## config.mk

```make
export PLATFORM = sky130hd
export DESIGN_NAME = avr_timer
export DESIGN_NICKNAME = d
export VERILOG_FILES = /design/src/rtl/avr_timer.sv
export SDC_FILE = /design/constraint.sdc
export NUM_CORES = 1
export LEC_CHECK = 0
export ABC_CLOCK_PERIOD_IN_PS = 2600
export CAP_MARGIN = 30
export CORE_MARGIN = 4
export CORE_UTILIZATION = 30
export DETAILED_ROUTE_END_ITERATION = 10
export PLACE_DENSITY = 0.44
export RECOVER_POWER = 25
export SLEW_MARGIN = 20
export SYNTH_ARGS = -nofsm -noshare
export SYNTH_HDL_FRONTEND = slang
export SYNTH_SLANG_ARGS = --single-unit
```

## constraint.sdc

```tcl
create_clock -name clk -period 2.6 [get_ports clk]
set_input_delay 0.52 -clock clk [delete_from_list [all_inputs] [get_ports clk]]
set_output_delay 0.52 -clock clk [all_outputs]
set_load 0.02 [all_outputs]
```

## src/rtl/avr_timer.sv

```systemverilog
// Memory-mapped AVR timer/counter: prescaled tick, compare/CTC, overflow and
// compare flags with interrupts, toggle output, and TEMP-based atomic 16-bit access.
module avr_timer #(
  parameter int          WIDTH = 16,
  parameter logic [15:0] BASE  = 16'h0080
) (
  input  logic        clk,
  input  logic        reset,
  input  logic [15:0] addr,
  input  logic        wen,
  input  logic        ren,
  input  logic [7:0]  wdata,
  output logic [7:0]  rdata,
  output logic        sel,
  output logic        irq_ovf,
  output logic        irq_cmp,
  output logic        oc_out
);

  localparam bit              WIDE     = (WIDTH == 16);
  localparam logic [WIDTH-1:0] TCNT_MAX = {WIDTH{1'b1}};

  logic [2:0]       cs_r;
  logic             ctc_r;
  logic             ocen_r;
  logic             tov_r;
  logic             ocf_r;
  logic             toie_r;
  logic             ocie_r;
  logic [WIDTH-1:0] tcnt_r;
  logic [WIDTH-1:0] ocr_r;
  logic [7:0]       temp_r;
  logic [9:0]       presc_r;
  logic [7:0]       rdata_r;
  logic             sel_r;
  logic             oc_r;

  logic [15:0]      off_s;
  logic             hit_s;
  logic [2:0]       reg_s;
  logic             wr_s;
  logic             rd_s;
  logic             tick_s;
  logic             match_s;
  logic             tcnt_wr_s;
  logic             set_ocf_s;
  logic             set_tov_s;
  logic             presc_run_s;
  logic [WIDTH-1:0] load_s;
  logic [7:0]       tcnt_hi_s;
  logic [7:0]       ocr_hi_s;
  logic [7:0]       rd_mux_s;

  assign off_s = addr - BASE;
  assign hit_s = (off_s < 16'd7);
  assign reg_s = off_s[2:0];
  assign wr_s  = wen & hit_s;
  assign rd_s  = ren & hit_s;

  // Tick selection, event qualification and read-data multiplexing
  always_comb begin
    tick_s = 1'b0;
    case (cs_r)
      3'd1:    tick_s = 1'b1;
      3'd2:    tick_s = &presc_r[2:0];
      3'd3:    tick_s = &presc_r[5:0];
      3'd4:    tick_s = &presc_r[7:0];
      3'd5:    tick_s = &presc_r[9:0];
      default: tick_s = 1'b0;
    endcase

    presc_run_s = (cs_r >= 3'd2) && (cs_r <= 3'd5);
    match_s     = (tcnt_r == ocr_r);
    // A TCNT write in the same cycle overrides the tick entirely
    tcnt_wr_s   = wr_s && (reg_s == 3'd3);
    set_ocf_s   = tick_s && !tcnt_wr_s && match_s;
    set_tov_s   = tick_s && !tcnt_wr_s && !(ctc_r && match_s) && (tcnt_r == TCNT_MAX);

    load_s    = WIDE ? WIDTH'({temp_r, wdata}) : WIDTH'(wdata);
    tcnt_hi_s = 8'(16'(tcnt_r) >> 4'd8);
    ocr_hi_s  = 8'(16'(ocr_r) >> 4'd8);

    rd_mux_s = 8'h00;
    case (reg_s)
      3'd0:    rd_mux_s = {3'b000, ocen_r, ctc_r, cs_r};
      3'd1:    rd_mux_s = {6'b000000, ocf_r, tov_r};
      3'd2:    rd_mux_s = {6'b000000, ocie_r, toie_r};
      3'd3:    rd_mux_s = tcnt_r[7:0];
      3'd4:    rd_mux_s = WIDE ? temp_r : 8'h00;
      3'd5:    rd_mux_s = ocr_r[7:0];
      3'd6:    rd_mux_s = WIDE ? temp_r : 8'h00;
      default: rd_mux_s = 8'h00;
    endcase
  end

  // Register file, counter, flags and bus response
  always_ff @(posedge clk or posedge reset) begin
    if (reset) begin
      cs_r    <= 3'd0;
      ctc_r   <= 1'b0;
      ocen_r  <= 1'b0;
      tov_r   <= 1'b0;
      ocf_r   <= 1'b0;
      toie_r  <= 1'b0;
      ocie_r  <= 1'b0;
      tcnt_r  <= '0;
      ocr_r   <= '0;
      temp_r  <= 8'h00;
      presc_r <= 10'd0;
      rdata_r <= 8'h00;
      sel_r   <= 1'b0;
      oc_r    <= 1'b0;
    end else begin
      sel_r   <= hit_s;
      rdata_r <= hit_s ? rd_mux_s : 8'h00;

      if (wr_s && (reg_s == 3'd0)) begin
        cs_r    <= wdata[2:0];
        ctc_r   <= wdata[3];
        ocen_r  <= wdata[4];
        presc_r <= 10'd0;
      end else if (presc_run_s) begin
        presc_r <= presc_r + 10'd1;
      end

      if (wr_s && (reg_s == 3'd2)) begin
        toie_r <= wdata[0];
        ocie_r <= wdata[1];
      end

      // Set has priority over a write-1 clear in the same cycle
      tov_r <= (tov_r & ~(wr_s && (reg_s == 3'd1) && wdata[0])) | set_tov_s;
      ocf_r <= (ocf_r & ~(wr_s && (reg_s == 3'd1) && wdata[1])) | set_ocf_s;
      oc_r  <= oc_r ^ (set_ocf_s & ocen_r);

      if (WIDE && wr_s && ((reg_s == 3'd4) || (reg_s == 3'd6))) begin
        temp_r <= wdata;
      end else if (WIDE && rd_s && (reg_s == 3'd3)) begin
        temp_r <= tcnt_hi_s;
      end else if (WIDE && rd_s && (reg_s == 3'd5)) begin
        temp_r <= ocr_hi_s;
      end

      if (wr_s && (reg_s == 3'd5)) begin
        ocr_r <= load_s;
      end

      if (tcnt_wr_s) begin
        tcnt_r <= load_s;
      end else if (tick_s) begin
        if ((ctc_r && match_s) || (tcnt_r == TCNT_MAX)) begin
          tcnt_r <= '0;
        end else begin
          tcnt_r <= tcnt_r + {{(WIDTH-1){1'b0}}, 1'b1};
        end
      end
    end
  end

  assign rdata   = rdata_r;
  assign sel     = sel_r;
  assign oc_out  = oc_r;
  assign irq_ovf = tov_r & toie_r;
  assign irq_cmp = ocf_r & ocie_r;

endmodule

```

Word-level counts from Yosys, hierarchy flattened
Index checks and enable logic that the tools add are counted.

Flip-flop bits (word level): 69. Input bits: 28. Output and inout port bits: 12. Word-level logic and storage cells: 85.

Add/sub/neg operators: 3. Order comparisons: 3. Eq/ne operators: 13. Multiplexer cells: 11. Bitwise operators: 12. Reductions and logical operators: 29.

Operators by type and width (count): 16-bit two-way mux (3); 8-bit case mux with 6 select lines (1); 8-bit two-way mux (4); 10-bit two-way mux (2); 16-bit by 1-bit adder with 16-bit output, second input constant (1); 16-bit == test (1); 16-bit == test, second input constant (1); 1-bit logical AND (16); 16-bit by 3-bit less-than comparator with 1-bit output, second input constant (1); 16-bit by 8-bit subtractor with 16-bit output, second input constant (1); 3-bit == test, second input constant (5); 3-bit by 2-bit == test with 1-bit output, second input constant (4); 10-bit by 1-bit adder with 10-bit output, second input constant (1); 10-bit AND reduction (1); 8-bit AND reduction (1); 1-bit AND (7); 3-bit by 1-bit == test with 1-bit output, second input constant (2); 6-bit AND reduction (1); 1-bit case mux with 5 select lines (1); 2-bit nonzero test (2); 3-bit by 2-bit >= comparator with 1-bit output, second input constant (1); 3-bit less-or-equal comparator, second input constant (1); 3-bit zero test (1); 3-bit AND reduction (1); other kinds (7) (11).

Longest topological paths before layout
Depth in word-level cells: 9. Depth in mapped cells: 10. Mapped depth without buffers: 8.

Worst setup path before layout
Ideal clock, no wire load.

Path type: input to register. Start point: input port addr[7]. End point: register ocr_r[10]. Library setup time: 125 ps. Data arrival time: 2481 ps. Required time: 2475 ps. Setup slack: -6 ps. Stages on the path: 10. Buffers on the path: 3. Path through: inv_1 ha_1 xnor2_1 nand4_2 or2_1 buf_6 or4_4 buf_6 buf_12 mux2_4.

Cells in the longest elaborated chain, start to end: 4.

Ends and longest elaborated chain: start, declared (RTL line 9) `input logic [15:0] addr,`; 16-bit by 8-bit subtractor with 16-bit output (RTL line 54) `assign off_s = addr - BASE;`; 16-bit by 3-bit less-than comparator with 1-bit output (RTL line 55) `assign hit_s = (off_s < 16'd7);`; 1-bit AND (RTL line 57) `assign wr_s = wen & hit_s;`; 1-bit logical AND (RTL line 144) `if (wr_s && (reg_s == 3'd5)) begin`; end signal, assigned (RTL line 145) `ocr_r <= load_s;`; end, declared (RTL line 31) `logic [WIDTH-1:0] ocr_r;`.

No other way between the ends. A chain may end at the register's enable or synchronous reset.

Worst setup path after layout
Start point: input port addr[6]. End point: register ocr_r[13].

Same word-level chain as after synthesis.

==> impl_metrics.ini <==
[cells_and_area]
diodes = 0
layout_commonest_cell = dfrtp_1
fill_cells = 1315
drive_gt1_share_pct = 21.2
finalNonFillerCells = 680
area_growth_pct = 30.9
seq_area_mm2 = 0.00173
nets = 533
mostFrequentLayoutCells = dfrtp_1 (69), buf_4 (49), clkdlybuf4s50_1 (36)
final_util_pct = 40.4
multi_input_area_mm2 = 0.00228

[grt]
grt_max_degree = 36
globalRouteTotalUtil_pct = 16.5
grt_pass1_wl_mm = 20.4
antenna_found_initial = 0
grt_overflow_total = 0
grt_pass1_vias = 3585

[route]
viasPerCell = 5.29
dr.pass1.iters = 6
wl_per_cell_um = 18.5
vias = 3594
postRouteWirelength_mm = 12.6
ant_nets = 0
initialDrtViolationCount = 263
drcViolationCount = 0

[setup_path]
slowest_stage = or4_4
slowest_delay_ns = 0.64
r2r_start = presc_r[0]
cp-startpoint = addr[6]
crit_arrival_ns = 2.68
cp-start-kind = primary input
crit_required_ns = 2.82
critPathMaxFanout = 8
end_kind = flip-flop
worstSetupPathType = in2reg
crit_chain = clkdlybuf4s50_1 -> nor4b_4 -> nand4_4 -> or2_4 -> or4_4 -> mux2_4

[run_status]
status = completed

[synthesis]
synth_top_family_by_area = simple AND/OR/NAND/NOR gates
syn_area_per_cell_um2 = 9.76
ys_types = 60
synth-compound-area-share_pct = 17.3
synth_area_mm2 = 0.00410
synth_mux_area_share_pct = 10.7
synthArstFlopShare_pct = 100
yosysSeqAreaShare_pct = 42.1
synth_edf_count = 0
yosysWarnings = 0
synth_nets = 452
yosys.area_share.simple_pct = 20.0
synthAdderAreaFrac_pct = 1.22
synthXorXnorAreaFrac_pct = 4.70
syn-instance-count = 420
synth-seq-cells = 69
synth_ff_type = dfrtp_1

[floorplanning]
die_area_mm2 = 0.0156
die_h_um = 125
die_w_um = 125
core_area_mm2 = 0.0133
row_count = 42
start_util_pct = 30.8
ios = 40

[cts]
clk_latency_ns = 0.34
post_cts_buffers = 0
clock-sinks = 69
clkTransAtPathRegs_ns = 0.06
cts_inserted_buffers = 9
tritoncts = done
cts.path.max_buffers = 2
h-tree-depth = 3
cts_root_buffer = clkbuf_16

[power]
p_leak_nw = 2.26
peakVddDrop_mv = 0.338
p_per_area_mw_per_mm2 = 461

[placed_design]
dpl.hpwl_mm = 9.56
port_buffers = 39
place_congestion = 0.826
placed_cells = 665
pre_cts_slack_ns = -0.357

[timing]
whs_ns = 0.484
relSlewSlack_pct = 37.6
final_hold_viol_count = 0
rsz0062_at_grt = no
worst_pin_slew_ns = 0.936
slew_viol_final = 0
max_freq_ghz = 0.407
fin_ws_ns = 0.141
setup_viol = 0
fin_crit_ns = 2.46
finClkSkew_ns = 0.0119
final.period_utilization_pct = 94.6
tns_ns = 0

[run]
cap_violations = 0

[min_path]
hp-start = oc_out
worst_hold_path_type = reg2reg
==> critical path: cells and delay by family <==
family,cells,cell delay [ns]
buffers and inverters,1,0.44
muxes,1,0.33
and+or+nand+nor,4,1.38
==> synthesized netlist by cell type, types with 12 or more instances <==
cell type	number	share of area, %
a21oi_1	21	2.6
a22oi_1	21	3.8
clkbuf_1	18	1.6
dfrtp_1	69	42
inv_1	13	1.2
mux2_2	14	3.8
mux2i_1	13	3.2
nand2_1	19	1.7
nand3_1	15	1.8
nor2_1	33	3.0
nor3_1	12	1.5
o21ai_0	23	2.8
xnor2_1	20	4.3
==> metal layers <==
layer | routed length [µm] | vias to the layer above | part of all wire [%] | global-route usage [%]
met5 | 0 | - | 0 | 0
met4 | 33 | 0 | 0.26 | 3.83
met3 | 448 | 2 | 3.6 | 3.39
met2 | 6070 | 58 | 48 | 25.7
met1 | 6010 | 1791 | 48 | 23.7
li1 | - | 1743 | - | -
==> report_power, final <==
group	internal (mW)	switching, mW
Combinational	0.0868	0.0972
Clock	0.755	0.453
Sequential	1.08	0.00327
Total	1.92	0.554
==> path summary, 6_finish.rpt <==
check / end / cells past startpoint / slack, ns
setup / recovery: ocr_r[13] / 6 / 0.14
hold / removal: oc_out / 1 / 0.48
setup reg to reg: tcnt_r[8] / 9 / 0.33
hold reg to reg: oc_out / 1 / 0.48
max in group asynchronous: ctc_r / 3 / 0.71
min in group asynchronous: rdata[0] / 2 / 0.62
==> sequential cells by signal, summed over array words and instances (netlist names) <==
name     flops
toie_r       1
ocf_r        1
tov_r        1
ocen_r       1
sel          1
ocie_r       1
tcnt_r      16
ctc_r        1
rdata        8
ocr_r       16
oc_out       1
presc_r     10
cs_r         3
temp_r       8
==> through the flow <==
step	total power [mW]	area [µm²]
after floorplan	1.17	4130
after global placement	1.28	5050
after detailed placement	1.29	5050
after CTS	2.53	5340
after global routing	2.58	5370
final	2.47	5370
==> what timing repair did <==
action                     in CTS  in global routing
gates resized for setup         0                 15
pin swaps                       0                 10
hold buffers                    0                  0
setup endpoints to repair       1                 37
gates cloned                    0                  1
==> cell type report <==
| type | count | area share, % |
|---|---|---|
| multi-input combinational | 317 | 42.5 |
| inverter | 13 | 0.910 |
| sequential | 69 | 32.2 |
| clock inverter | 4 | 0.933 |
| tap | 176 | 4.10 |
| clock buffer | 10 | 4.45 |
| timing repair buffer | 91 | 14.9 |
==> kinds of logic (layout without fill, tap and decap cells) <==
kind of cell             count (synthesis)  count (layout)
AND/OR/NAND/NOR                        148             149
AO/OA/AOI/OAI                          105             105
flip-flops                              69              69
multiplexers                            37              37
buffers and inverters                   35             118
XOR/XNOR                                22              22
adder cells (fa/ha/maj)                  4               4
No activity file was read; power rests on OpenSTA's default activity.
